File: config.mk
export PLATFORM = sky130hd
export DESIGN_NAME = parse_act_cfg_loader
export DESIGN_NICKNAME = d
export VERILOG_FILES = /design/src/rtl/parse_act_pkg.sv /design/src/rtl/parse_act_cfg_loader.sv
export SDC_FILE = /design/constraint.sdc
export NUM_CORES = 1
export LEC_CHECK = 0
export CAP_MARGIN = 30
export CORE_UTILIZATION = 50
export DETAILED_ROUTE_END_ITERATION = 10
export GPL_TIMING_DRIVEN = 0
export HOLD_SLACK_MARGIN = 0.15
export PLACE_DENSITY = 0.78
export SYNTH_ARGS = -nofsm -noshare
export SYNTH_HDL_FRONTEND = slang
export SYNTH_SLANG_ARGS = --single-unit
File: constraint.sdc
create_clock -name clk -period 6.6 [get_ports clk]
set_input_delay 1.65 -clock clk [delete_from_list [all_inputs] [get_ports clk]]
set_output_delay 1.65 -clock clk [all_outputs]
set_load 0.02 [all_outputs]
File: src/rtl/parse_act_pkg.sv
// Shared definitions for the parser action-RAM configuration loader:
// module ID, beat count, FSM states and header field offsets.
`timescale 1ns/1ps
package parse_act_pkg;

    localparam logic [7:0] MODULE_ID_PARSE_ACT = 8'h01;
    localparam int         BEAT_BITS           = 64;
    localparam int         ENTRY_BITS_DEF      = 160;
    localparam int         NBEATS              = (ENTRY_BITS_DEF + BEAT_BITS - 1) / BEAT_BITS;

    localparam int MOD_ID_LSB = 0;
    localparam int IDX_LSB    = 8;

    typedef enum logic [1:0] {
        IDLE,
        PAYLOAD,
        WRITE,
        DRAIN
    } state_t;

endpackage

File: src/rtl/parse_act_cfg_loader.sv
// Receives control packets over AXI-Stream, assembles one parse-action entry
// and issues a single-cycle write into the action RAM at the header's index.
`timescale 1ns/1ps
module parse_act_cfg_loader
    import parse_act_pkg::*;
#(
    parameter int         C_S_AXIS_DATA_WIDTH = 64,
    parameter int         ADDR_BITS           = 5,
    parameter int         DATA_BITS           = 160,
    parameter logic [7:0] MODULE_ID           = MODULE_ID_PARSE_ACT
) (
    input  logic                           clk,
    input  logic                           aresetn,
    input  logic [C_S_AXIS_DATA_WIDTH-1:0] s_axis_tdata,
    input  logic [7:0]                     s_axis_tkeep,
    input  logic                           s_axis_tvalid,
    input  logic                           s_axis_tlast,
    output logic                           s_axis_tready,
    output logic [ADDR_BITS-1:0]           ram_addra,
    output logic [DATA_BITS-1:0]           ram_dina,
    output logic                           ram_ena,
    output logic                           ram_wea,
    output logic [15:0]                    cfg_wr_cnt,
    output logic [15:0]                    cfg_err_cnt
);

    localparam int NB    = (DATA_BITS + C_S_AXIS_DATA_WIDTH - 1) / C_S_AXIS_DATA_WIDTH;
    localparam int CNT_W = (NB > 1) ? $clog2(NB) : 1;

    state_t                 state_q, state_d;
    logic [CNT_W-1:0]       beat_cnt_q, beat_cnt_d;
    logic [ADDR_BITS-1:0]   idx_q, idx_d;
    logic                   end_seen_q, end_seen_d;
    logic [DATA_BITS-1:0]   entry_q, entry_d;
    logic                   tready_q, tready_d;
    logic                   we_q, we_d;
    logic [ADDR_BITS-1:0]   addr_q, addr_d;
    logic [DATA_BITS-1:0]   dina_q, dina_d;
    logic [15:0]            wr_cnt_q, wr_cnt_d;
    logic [15:0]            err_cnt_q, err_cnt_d;

    logic                   accept;
    logic [NB-1:0]          slot_sel;
    logic [DATA_BITS-1:0]   slot_next;
    logic                   tkeep_unused;

    assign tkeep_unused = ^s_axis_tkeep;
    assign accept       = s_axis_tvalid && tready_q;

    // Entry with the current beat merged into slot beat_cnt; the last slot is
    // narrower when DATA_BITS is not a multiple of the beat width.
    genvar gi;
    generate
        for (gi = 0; gi < NB; gi++) begin : g_slot
            localparam int LO = gi * C_S_AXIS_DATA_WIDTH;
            localparam int W  = (DATA_BITS - LO > C_S_AXIS_DATA_WIDTH) ?
                                C_S_AXIS_DATA_WIDTH : (DATA_BITS - LO);
            assign slot_sel[gi]       = (beat_cnt_q == CNT_W'(gi));
            assign slot_next[LO +: W] = slot_sel[gi] ? s_axis_tdata[W-1:0] : entry_q[LO +: W];
        end
    endgenerate

    always_comb begin
        state_d    = state_q;
        beat_cnt_d = beat_cnt_q;
        idx_d      = idx_q;
        end_seen_d = end_seen_q;
        entry_d    = entry_q;
        err_cnt_d  = err_cnt_q;

        unique case (state_q)
            IDLE: begin
                if (accept) begin
                    if (s_axis_tlast) begin
                        if (err_cnt_q != 16'hFFFF) err_cnt_d = err_cnt_q + 16'd1;
                    end else if (s_axis_tdata[MOD_ID_LSB +: 8] != MODULE_ID) begin
                        state_d = DRAIN;
                    end else begin
                        idx_d      = s_axis_tdata[IDX_LSB +: ADDR_BITS];
                        beat_cnt_d = '0;
                        state_d    = PAYLOAD;
                    end
                end
            end
            PAYLOAD: begin
                if (accept) begin
                    entry_d = slot_next;
                    if (beat_cnt_q == CNT_W'(NB - 1)) begin
                        end_seen_d = s_axis_tlast;
                        state_d    = WRITE;
                    end else if (s_axis_tlast) begin
                        if (err_cnt_q != 16'hFFFF) err_cnt_d = err_cnt_q + 16'd1;
                        entry_d = '0;
                        state_d = IDLE;
                    end else begin
                        beat_cnt_d = beat_cnt_q + CNT_W'(1);
                    end
                end
            end
            WRITE: begin
                state_d = end_seen_q ? IDLE : DRAIN;
            end
            DRAIN: begin
                if (accept && s_axis_tlast) state_d = IDLE;
            end
            default: state_d = IDLE;
        endcase
    end

    // RAM-side outputs are registered against the next state so the write
    // strobe lines up exactly with the WRITE cycle.
    always_comb begin
        tready_d = (state_d != WRITE);
        we_d     = (state_d == WRITE);
        addr_d   = addr_q;
        dina_d   = dina_q;
        wr_cnt_d = wr_cnt_q;
        if (state_d == WRITE) begin
            addr_d = idx_d;
            dina_d = entry_d;
            if (wr_cnt_q != 16'hFFFF) wr_cnt_d = wr_cnt_q + 16'd1;
        end
    end

    always_ff @(posedge clk or negedge aresetn) begin
        if (!aresetn) begin
            state_q    <= IDLE;
            beat_cnt_q <= '0;
            idx_q      <= '0;
            end_seen_q <= 1'b0;
            entry_q    <= '0;
            tready_q   <= 1'b0;
            we_q       <= 1'b0;
            addr_q     <= '0;
            dina_q     <= '0;
            wr_cnt_q   <= '0;
            err_cnt_q  <= '0;
        end else begin
            state_q    <= state_d;
            beat_cnt_q <= beat_cnt_d;
            idx_q      <= idx_d;
            end_seen_q <= end_seen_d;
            entry_q    <= entry_d;
            tready_q   <= tready_d;
            we_q       <= we_d;
            addr_q     <= addr_d;
            dina_q     <= dina_d;
            wr_cnt_q   <= wr_cnt_d;
            err_cnt_q  <= err_cnt_d;
        end
    end

    assign s_axis_tready = tready_q;
    assign ram_ena       = we_q;
    assign ram_wea       = we_q;
    assign ram_addra     = addr_q;
    assign ram_dina      = dina_q;
    assign cfg_wr_cnt    = wr_cnt_q;
    assign cfg_err_cnt   = err_cnt_q;

endmodule

## Word level (Yosys, flattened, before mapping)

Index checks and enable logic that the tools add are counted.

| operators by class | value |
|---|---|
| add/sub/neg operators | 3 |
| order comparisons | 0 |
| multiplexer cells | 33 |
| reductions and logical operators | 9 |
| equality and inequality tests | 16 |
| multiply operators | 0 |
| div/mod/pow operators | 0 |
| bitwise logic cells | 0 |
| shifts and indexed selects | 0 |

Operator list:

| cell | count |
|---|---|
| $mux 160 | 4 |
| $mux 64 | 2 |
| $mux 16 | 5 |
| $add 16x1->16 const B | 2 |
| $mux 32 | 1 |
| $ne 16x16->1 const B | 2 |
| $pmux 16 s2 | 1 |
| $mux 2 | 14 |
| $mux 5 | 4 |
| $ne 2x2->1 const B | 7 |
| $eq 2x2->1 const B | 4 |
| $ne 8x1->1 const B | 1 |
| $pmux 2 s4 | 1 |
| $reduce_and 7->1 | 1 |
| $eq 2x1->1 const B | 2 |
| $logic_not 2->1 | 2 |
| $pmux 2 s2 | 1 |
| $reduce_and 4->1 | 1 |
| $reduce_and 3->1 | 1 |
| $add 2x1->2 const B | 1 |
| $logic_and 1x1->1 | 2 |
| $reduce_and 2->1 | 1 |
| $reduce_bool 2->1 | 1 |

| storage, ports and cells | value |
|---|---|
| memories kept | 0 |
| memory bits (writable) | 0 |
| bits in latches | 0 |
| register bits | 369 |
| logic and storage cells | 72 |
| ROM bits | 0 |

## Logic depth before layout (Yosys ltp)

Gate-level depths: netlist (run 1).

| depth | value |
|---|---|
| word-level depth | 7 |
| depth in mapped cells | 10 |
| depth with buffers taken out | 7 |

## Least setup slack after synthesis (run 1)

OpenSTA, ideal clock, no wires.

| timing path | value |
|---|---|
| path type | input-to-reg |
| start | in s_axis_tlast |
| end | reg err_cnt_q[9], in the netlist cfg_err_cnt[9] |
| library setup time | 0.080 ns |
| arrival | 3.015 ns |
| setup slack | 3.505 ns |
| stages on the path | 6 |
| data required time | 6.520 ns |
| buffers on the path | 2 |
| cell sequence | buf_2 -> a21bo_2 -> or3_1 -> buf_2 -> a2111oi_4 -> xor2_1 |

| on the way | value |
|---|---|
| cells in the longest elaborated chain, start to end | 4 |
| elaborated cells on any way between the ends | 5 |
| those cells by class | mux (5) |

RTL lines:

| what | line | RTL |
|---|---|---|
| start: declaration | parse_act_cfg_loader.sv:17 | `input logic s_axis_tlast,` |
| $mux 16 (*) | n/a |  |
| $mux 16 (2 in a row) | n/a |  |
| $pmux 16 s2 (*) | n/a |  |
| end signal: assignment | parse_act_cfg_loader.sv:149 | `err_cnt_q <= err_cnt_d;` |
| end: declaration | parse_act_cfg_loader.sv:40 | `logic [15:0] err_cnt_q, err_cnt_d;` |

Mark *: on every way between the ends. The rest lies on a longest branch, timed or not. The select of a mux whose other input is x is not followed.
A chain may end at the register's enable or synchronous reset.

## Worst setup path after layout (run 1)

| timing path | value |
|---|---|
| start | in s_axis_tvalid |
| end | reg entry_q[41] |

| on the way | value |
|---|---|
| cells in the longest elaborated chain, start to end | 3 |

RTL lines:

| what | line | RTL |
|---|---|---|
| start: declaration | parse_act_cfg_loader.sv:16 | `input logic s_axis_tvalid,` |
| $logic_and 1x1->1 | parse_act_cfg_loader.sv:48 | `assign accept = s_axis_tvalid && tready_q;` |
| $mux 160 | parse_act_cfg_loader.sv:86 | `if (accept) begin` |
| $mux 160 | parse_act_cfg_loader.sv:71 | `unique case (state_q)` |
| named net entry_d[41] | parse_act_cfg_loader.sv:34 | `logic [DATA_BITS-1:0] entry_q, entry_d;` |
| end signal: assignment | parse_act_cfg_loader.sv:143 | `entry_q <= entry_d;` |
| end: declaration | parse_act_cfg_loader.sv:34 |  |

The timed path passes the listed nets, and every way through them passes these cells.

==> flow_summary_export.csv, run 1 <==
group,metric,value,unit
logic_synthesis,synth_sequential_area_ratio,0.638,
logic_synthesis,synth_cell_types,54,
power_and_ir_drop,leakage,8.68,nW
placement,count_of_port_buffers_added_during_placement,266,
logic_synthesis,postSynth.asyncResetShare,1.00,
logic_synthesis,yosys_warnings,0,
critical_path,critical-path-max-stage-delay,0.62,ns
logic_synthesis,syn_area_per_cell,11.5,um^2
routing,drtPass1Iterations,5,
clock_tree,cts_tree,"yes",
sta,final_period_minus_worst_setup_slack,3.77,ns
sta,finalCritPeriodShare,0.571,
global_routing,first_global_vias,9932,
outcome,result_of_the_run,"finished, final reports clean",
critical_path,critical_path.top_delay_family,"buffers and inverters",
clock_tree,numClockSinks,338,
logic_synthesis,top_cells_by_area_in_the_synthesized_netlist,"sky130_fd_sc_hd__dfrtp_1 64%, sky130_fd_sc_hd__mux2i_1 9.7%, sky130_fd_sc_hd__o21ai_0 5.1%",
sta,report.final.hold_viol_count,0,
critical_path,crit_chain,"clkdlybuf4s50_1 > nand4b_1 > nor3b_2 > clkbuf_1 > clkbuf_1 > nor2_1",
floorplan,die_outline_width,165,um
logic_synthesis,synth.net_count,1232,
routing,viasPerCell,5.37,
clock_tree,cts_buffer_depth,3,
logic_synthesis,proportion_of_netlist_area_held_by_the_largest_area_contributor,0.638,
clock_tree,cts.hold.buffers_added,0,
layout,area_delta_synth_final,32.2,%
routing,routed_wirelength,33.9,mm
routing,avgRoutedWirePerCell,18.7,um
power_and_ir_drop,report.power.total,0.00721,W
power_and_ir_drop,maximum_vdd_drop,265,uV
sta,report.final.slew_viol_count,0,
layout,fillCellCount,1978,
routing,drt_first_iter_violations,606,
clock_tree,clock_latency,0.51,ns
global_routing,largest_net_degree_at_the_start_of_global_routing,123,
logic_synthesis,synthMostInstantiatedCell,"sky130_fd_sc_hd__dfrtp_1",
critical_path,worstPathBufferInverterCount,3,
logic_synthesis,synthFlopType,"sky130_fd_sc_hd__dfrtp_1",
logic_synthesis,yosys-top-cells-count,"338 x sky130_fd_sc_hd__dfrtp_1, 163 x sky130_fd_sc_hd__nand2_1, 138 x sky130_fd_sc_hd__nor2_1, 136 x sky130_fd_sc_hd__o21ai_0, 128 x sky130_fd_sc_hd__mux2i_1",
routing,num_vias,9749,
critical_path,path_class,"input port to register",
critical_path,end_kind,"register",
critical_path,timing.critical_path.required,6.96,ns
clock_tree,cts_buffers,35,
sta,max_freq,265,MHz
routing,remaining_drc_errors,0,
clock_tree,cts.repair.resized,0,
sta,grt_setup_unrepaired,"false",
sta,worst_skew,0.0188,ns
global_routing,overflow_left_after_global_routing,0,
layout,finalNetCount,1537,
logic_synthesis,count_of_flip_flops_with_a_built_in_enable_after_synthesis,0,
flow_run,cap_viol_max_count,0,
sta,worst_pin_slew,0.934,ns
global_routing,globalRouteTotalUtil,0.253,
critical_path,worst_path_max_delay_cell,"sky130_fd_sc_hd__clkbuf_1",
floorplan,initial_core_util,0.509,
global_routing,initial_antenna_violation_count,0,
critical_path,critical_path.most_common_cell,"sky130_fd_sc_hd__clkbuf_1",
layout,final_layout_size_suffix_gt1_frac,0.0630,
clock_tree,htree_num_levels,2,
floorplan,rows,59,
placement,detailed_place_hpwl,23.2,mm
floorplan,die_height,165,um
floorplan,top_level_ports,276,
power_and_ir_drop,power-per-cell-area,411,nW/um^2
clock_tree,cts.root.buffer_cell,"sky130_fd_sc_hd__clkbuf_16",
sta,setup_total_negative_slack,0,ns
sta,relSlewSlack,0.371,
critical_path,critical_path_peak_fanout,10,
floorplan,core_region_area,26100,um^2
logic_synthesis,synth_top_cell_by_area,"sky130_fd_sc_hd__dfrtp_1",
logic_synthesis,postSynthRegisterBits,338,
placement,globalplace.congestion,0.820,
critical_path,critical_path_arrival,4.12,ns
routing,drtAntennaViolNets,0,
hold_path,holdCritPathClass,"register to register",
critical_path,worstSetupStartpointType,"input port",
logic_synthesis,syn_inst,1150,
clock_tree,path_clk_slew,0.06,ns
clock_tree,cts_setup_buffers,0,
global_routing,grt_first_pass_wirelength,53.2,mm
logic_synthesis,netlist_area,13300,um^2
sta,setup_viol,0,
floorplan,die_area,27200,um^2
-- cell type report --
| cell class | count | area, um^2 | area share |
|---|---|---|---|
| sequential | 338 | 8460 | 0.483 |
| multi-input combinational | 726 | 4440 | 0.254 |
| buffer | 76 | 313 | 0.0179 |
| clock inverter | 8 | 98.8 | 0.00564 |
| clock buffer | 51 | 1030 | 0.0586 |
| tap | 335 | 419 | 0.0239 |
| timing repair buffer | 268 | 2720 | 0.155 |
| antenna | 2 | 5.00 | 0.000286 |
| inverter | 10 | 37.5 | 0.00214 |
-- per-stage QoR --
stage                     std cells  setup slack (ns)  cell area [um^2]  utilization  hold slack [ns]
after floorplan                1150              3.50             13300            -            0.437
after global placement         1751            -10.48             16300        0.627            0.451
after detailed placement       1753              2.33             16400        0.629            0.461
after CTS                      1812              2.82             17500        0.672            0.473
after global routing           1812              2.63             17500        0.672            0.487
final                          1814              2.83             17500        0.672            0.474
-- kinds of logic after synthesis --
| logic type | share of synthesized area |
|---|---|
| flops | 0.638 |
| fa+ha+maj | 0.00567 |
| buf+inv | 0.0264 |
| simple gates | 0.120 |
| compound gates | 0.0914 |
| xor+xnor | 0.0178 |
| mux | 0.100 |
-- sequential cells by signal, indices dropped and copies added (netlist names) --
name,cells
beat_cnt_q,2
s_axis_tready,1
state_q,2
entry_q,129
cfg_err_cnt,16
ram_dina,160
ram_ena,1
ram_addra,5
cfg_wr_cnt,16
end_seen_q,1
idx_q,5
-- layer usage --
metal / routed length, um / track usage / share of wire
met1: 14400 / 0.333 / 0.42
met2: 16300 / 0.417 / 0.48
met3: 2500 / 0.0623 / 0.074
met4: 703 / 0.0759 / 0.021
met5: 0 / 0 / 0
-- power breakdown --
part	switching, W	internal [W]
combinational	0.00129	0.00100
sequential	0.000293	0.00268
clock	0.000789	0.00115
total	0.00237	0.00483
-- cells in the final DEF (no fill, tap or decap), types with 3 or more instances in the layout --
cell type / n
sky130_fd_sc_hd__mux2_2: 3
sky130_fd_sc_hd__nor3_1: 5
sky130_fd_sc_hd__nand3_1: 15
sky130_fd_sc_hd__ha_1: 6
sky130_fd_sc_hd__nand4_1: 7
sky130_fd_sc_hd__clkbuf_16: 35
sky130_fd_sc_hd__nor2_1: 138
sky130_fd_sc_hd__mux2i_1: 128
sky130_fd_sc_hd__inv_1: 10
sky130_fd_sc_hd__and3_1: 3
sky130_fd_sc_hd__dfrtp_1: 338
sky130_fd_sc_hd__xor2_1: 12
sky130_fd_sc_hd__clkbuf_8: 9
sky130_fd_sc_hd__buf_2: 19
sky130_fd_sc_hd__nand2_1: 163
sky130_fd_sc_hd__a21oi_1: 8
sky130_fd_sc_hd__a22o_1: 32
sky130_fd_sc_hd__xnor2_1: 15
sky130_fd_sc_hd__a211oi_1: 6
sky130_fd_sc_hd__clkbuf_1: 56
sky130_fd_sc_hd__or3_1: 3
sky130_fd_sc_hd__nand2b_1: 6
sky130_fd_sc_hd__clkinv_2: 3
sky130_fd_sc_hd__o21ai_0: 136
sky130_fd_sc_hd__buf_1: 7
sky130_fd_sc_hd__clkdlybuf4s50_1: 265
-- worst register-to-register path, cell delays in order, from the launching register on --
cell and delay (ns):
sky130_fd_sc_hd__dfrtp_1 0.39, sky130_fd_sc_hd__inv_1 0.11, sky130_fd_sc_hd__ha_1 0.21, sky130_fd_sc_hd__clkbuf_1 0.19, sky130_fd_sc_hd__o21ai_0 0.41, sky130_fd_sc_hd__nor2_2 0.17, sky130_fd_sc_hd__inv_1 0.12, sky130_fd_sc_hd__clkbuf_1 0.70
sky130_fd_sc_hd__clkbuf_1 0.58, sky130_fd_sc_hd__nand2_1 0.12, sky130_fd_sc_hd__o21ai_0 0.10
-- path summary, 6_finish.rpt --
check / start / end / slack (ns) / cells after the start
max in group asynchronous: aresetn / ram_dina[134] / 4.37 / 2
min reg2reg: idx_q[0] / idx_q[0] / 0.47 / 2
min in group asynchronous: aresetn / ram_dina[94] / 1.20 / 1
max reg2reg: beat_cnt_q[0] / ram_dina[87] / 3.45 / 10
max: s_axis_tvalid / entry_q[41] / 2.83 / 6
min: idx_q[0] / idx_q[0] / 0.47 / 2
No activity file was read; power rests on OpenSTA's default activity.
==> inputs of run 2 (changes only) <==
--- a/config.mk
+++ b/config.mk
@@ -6,11 +6,11 @@
 export NUM_CORES = 1
 export LEC_CHECK = 0
 export CAP_MARGIN = 30
-export CORE_UTILIZATION = 50
+export CORE_UTILIZATION = 46
 export DETAILED_ROUTE_END_ITERATION = 10
 export GPL_TIMING_DRIVEN = 0
 export HOLD_SLACK_MARGIN = 0.15
-export PLACE_DENSITY = 0.78
+export PLACE_DENSITY = 0.76
 export SYNTH_ARGS = -nofsm -noshare
 export SYNTH_HDL_FRONTEND = slang
 export SYNTH_SLANG_ARGS = --single-unit
==> constraint.sdc (replaced) <==
create_clock -name clk -period 3.2 [get_ports clk]
set_input_delay 0.8 -clock clk [delete_from_list [all_inputs] [get_ports clk]]
set_output_delay 0.8 -clock clk [all_outputs]
set_load 0.02 [all_outputs]
==> flow_summary_export.csv, run 2 (synthesis results as in run 1) <==
group,metric,value,unit
outcome,result_of_the_run,"finished, final reports clean",
clock_tree,numClockSinks,338,
critical_path,worstSetupStartpointType,"input port",
global_routing,largest_net_degree_at_the_start_of_global_routing,127,
sta,report.final.hold_viol_count,0,
critical_path,regToRegStartpoint,"beat_cnt_q[0]",
layout,post-route-util,0.635,
layout,final_layout_size_suffix_gt1_frac,0.0708,
sta,finalCritPeriodShare,0.939,
power_and_ir_drop,fraction_of_power_consumed_by_the_clock_network,0.304,
sta,relSlewSlack,0.403,
global_routing,first_global_vias,10100,
routing,routed_wirelength,35.1,mm
sta,setup_total_negative_slack,0,ns
routing,drt_first_iter_violations,592,
sta,max_freq,333,MHz
floorplan,die_outline_width,172,um
layout,mostFrequentLayoutCell,"sky130_fd_sc_hd__dfrtp_1",
floorplan,top_level_ports,276,
placement,dpl-instance-area,16400,um^2
critical_path,reg2reg_depth,9,
power_and_ir_drop,power.switching_fraction,0.320,
floorplan,initial_core_util,0.472,
routing,remaining_drc_errors,0,
critical_path,end_kind,"register",
power_and_ir_drop,leakage,8.81,nW
power_and_ir_drop,maximum_vdd_drop,517,uV
clock_tree,path_clk_slew,0.06,ns
floorplan,core_region_area,28100,um^2
clock_tree,cts_buffers,36,
power_and_ir_drop,switching_component_of_the_power,0.00501,W
routing,drtAntennaViolNets,0,
layout,layout_common_cells,"338 x sky130_fd_sc_hd__dfrtp_1, 265 x sky130_fd_sc_hd__clkdlybuf4s50_1, 163 x sky130_fd_sc_hd__nand2_1",
placement,detailed_place_hpwl,23.9,mm
clock_tree,clock_latency,0.52,ns
flow_run,cap_viol_max_count,0,
clock_tree,cts_buffer_depth,3,
routing,drtPass1Iterations,5,
critical_path,critical_path_arrival,3.38,ns
layout,finalNetCount,1538,
clock_tree,cts.hold.buffers_added,0,
global_routing,grt_first_pass_wirelength,55.4,mm
critical_path,path_class,"input port to register",
layout,largest_register_ff_count,160,
critical_path,reg2reg_slack,0.40,ns
placement,globalplace.congestion,0.824,
floorplan,rows,61,
global_routing,initial_antenna_violation_count,2,
sta,report.final.slew_viol_count,0,
sta,setup_viol,0,
global_routing,overflow_left_after_global_routing,0,
sta,worst_pin_slew,0.896,ns
power_and_ir_drop,report.power.total,0.0156,W
sta,final_period_minus_worst_setup_slack,3.00,ns
routing,avgRoutedWirePerCell,18.9,um
clock_tree,cts_tree,"yes",
critical_path,regToRegEndpoint,"ram_dina[134]",
clock_tree,cts_setup_buffers,0,
hold_path,holdCritPathClass,"input port to async pin",
routing,viasPerCell,5.30,
floorplan,die_area,29500,um^2
power_and_ir_drop,pwr-share-seq,0.392,
layout,fillCellCount,2251,
clock_tree,cts.root.buffer_cell,"sky130_fd_sc_hd__clkbuf_16",
critical_path,critical_path_peak_fanout,10,
power_and_ir_drop,power-per-cell-area,877,nW/um^2
sta,worst_skew,0.0196,ns
power_and_ir_drop,power.internal,0.0106,W
placement,count_of_port_buffers_added_during_placement,266,
power_and_ir_drop,logic_pwr_share,0.303,
floorplan,die_height,172,um
layout,area_delta_synth_final,34.5,%
clock_tree,htree_num_levels,2,
global_routing,globalRouteTotalUtil,0.243,
routing,num_vias,9854,
critical_path,timing.critical_path.required,3.58,ns
layout,finalInstanceArea,17800,um^2
sta,grt_setup_unrepaired,"false",
layout,antenna_cells,0,
clock_tree,cts.repair.resized,0,
[run 2: per-layer routing]
metal,share of wire,vias up,wire [um],track usage
met4,0.027,2,940,0.0807
met1,0.43,4954,15100,0.320
met2,0.47,313,16300,0.391
li1,-,4521,-,-
met5,0.00034,-,12,0
met3,0.079,64,2770,0.0626
[run 2: per-stage QoR]
stage / instances / hold slack [ns] / setup slack [ns]
after floorplan: 1150 / 0.437 / 0.955
after detailed placement: 1796 / 0.457 / -0.304
after CTS: 1861 / 0.408 / 0.118
final: 1861 / 0.364 / 0.196
after global routing: 1861 / 0.432 / 0.00176
after global placement: 1794 / 0.451 / -13.05
[run 2: power groups by stage]
stage	registers, W	clock network [W]	logic (W)
4_1_cts	0.00615	0.00486	0.00478
3_3_place_gp	0.00617	0	0.00461
3_5_place_dp	0.00620	0	0.00475
5_1_grt	0.00628	0.00502	0.00519
2_1_floorplan	0.00683	0	0.00191
6_report	0.00614	0.00476	0.00474
[run 2: worst max-delay path by stage]
stage	startpoint	slack (ns)	to
floorplan	s_axis_tlast	0.95	cfg_err_cnt[9]
global placement	aresetn	-13.05	cfg_err_cnt[11]
detailed placement	s_axis_tvalid	-0.30	entry_q[102]
CTS	beat_cnt_q[0]	0.12	ram_dina[119]
global route	s_axis_tvalid	0.002	entry_q[92]
finish	s_axis_tvalid	0.20	entry_q[102]
[run 2: layout make-up]
cell class / count / area, um^2 / area share
plain buffers: 76 / 314 / 0.0176
clock buffers: 46 / 1040 / 0.0584
clock inverters: 19 / 339 / 0.0190
inverters: 10 / 37.5 / 0.00211
multi-input cells: 726 / 4440 / 0.249
flip-flops and latches: 338 / 8460 / 0.474
well taps: 378 / 473 / 0.0265
repair buffers: 268 / 2720 / 0.153
[run 2: worst max-delay path, stage by stage]
cell                              delay, ns
sky130_fd_sc_hd__clkdlybuf4s50_1       0.60
sky130_fd_sc_hd__nand4b_1              0.27
sky130_fd_sc_hd__nor3b_2               0.42
sky130_fd_sc_hd__clkbuf_1              0.66
sky130_fd_sc_hd__clkbuf_1              0.50
sky130_fd_sc_hd__nor2_1                0.11
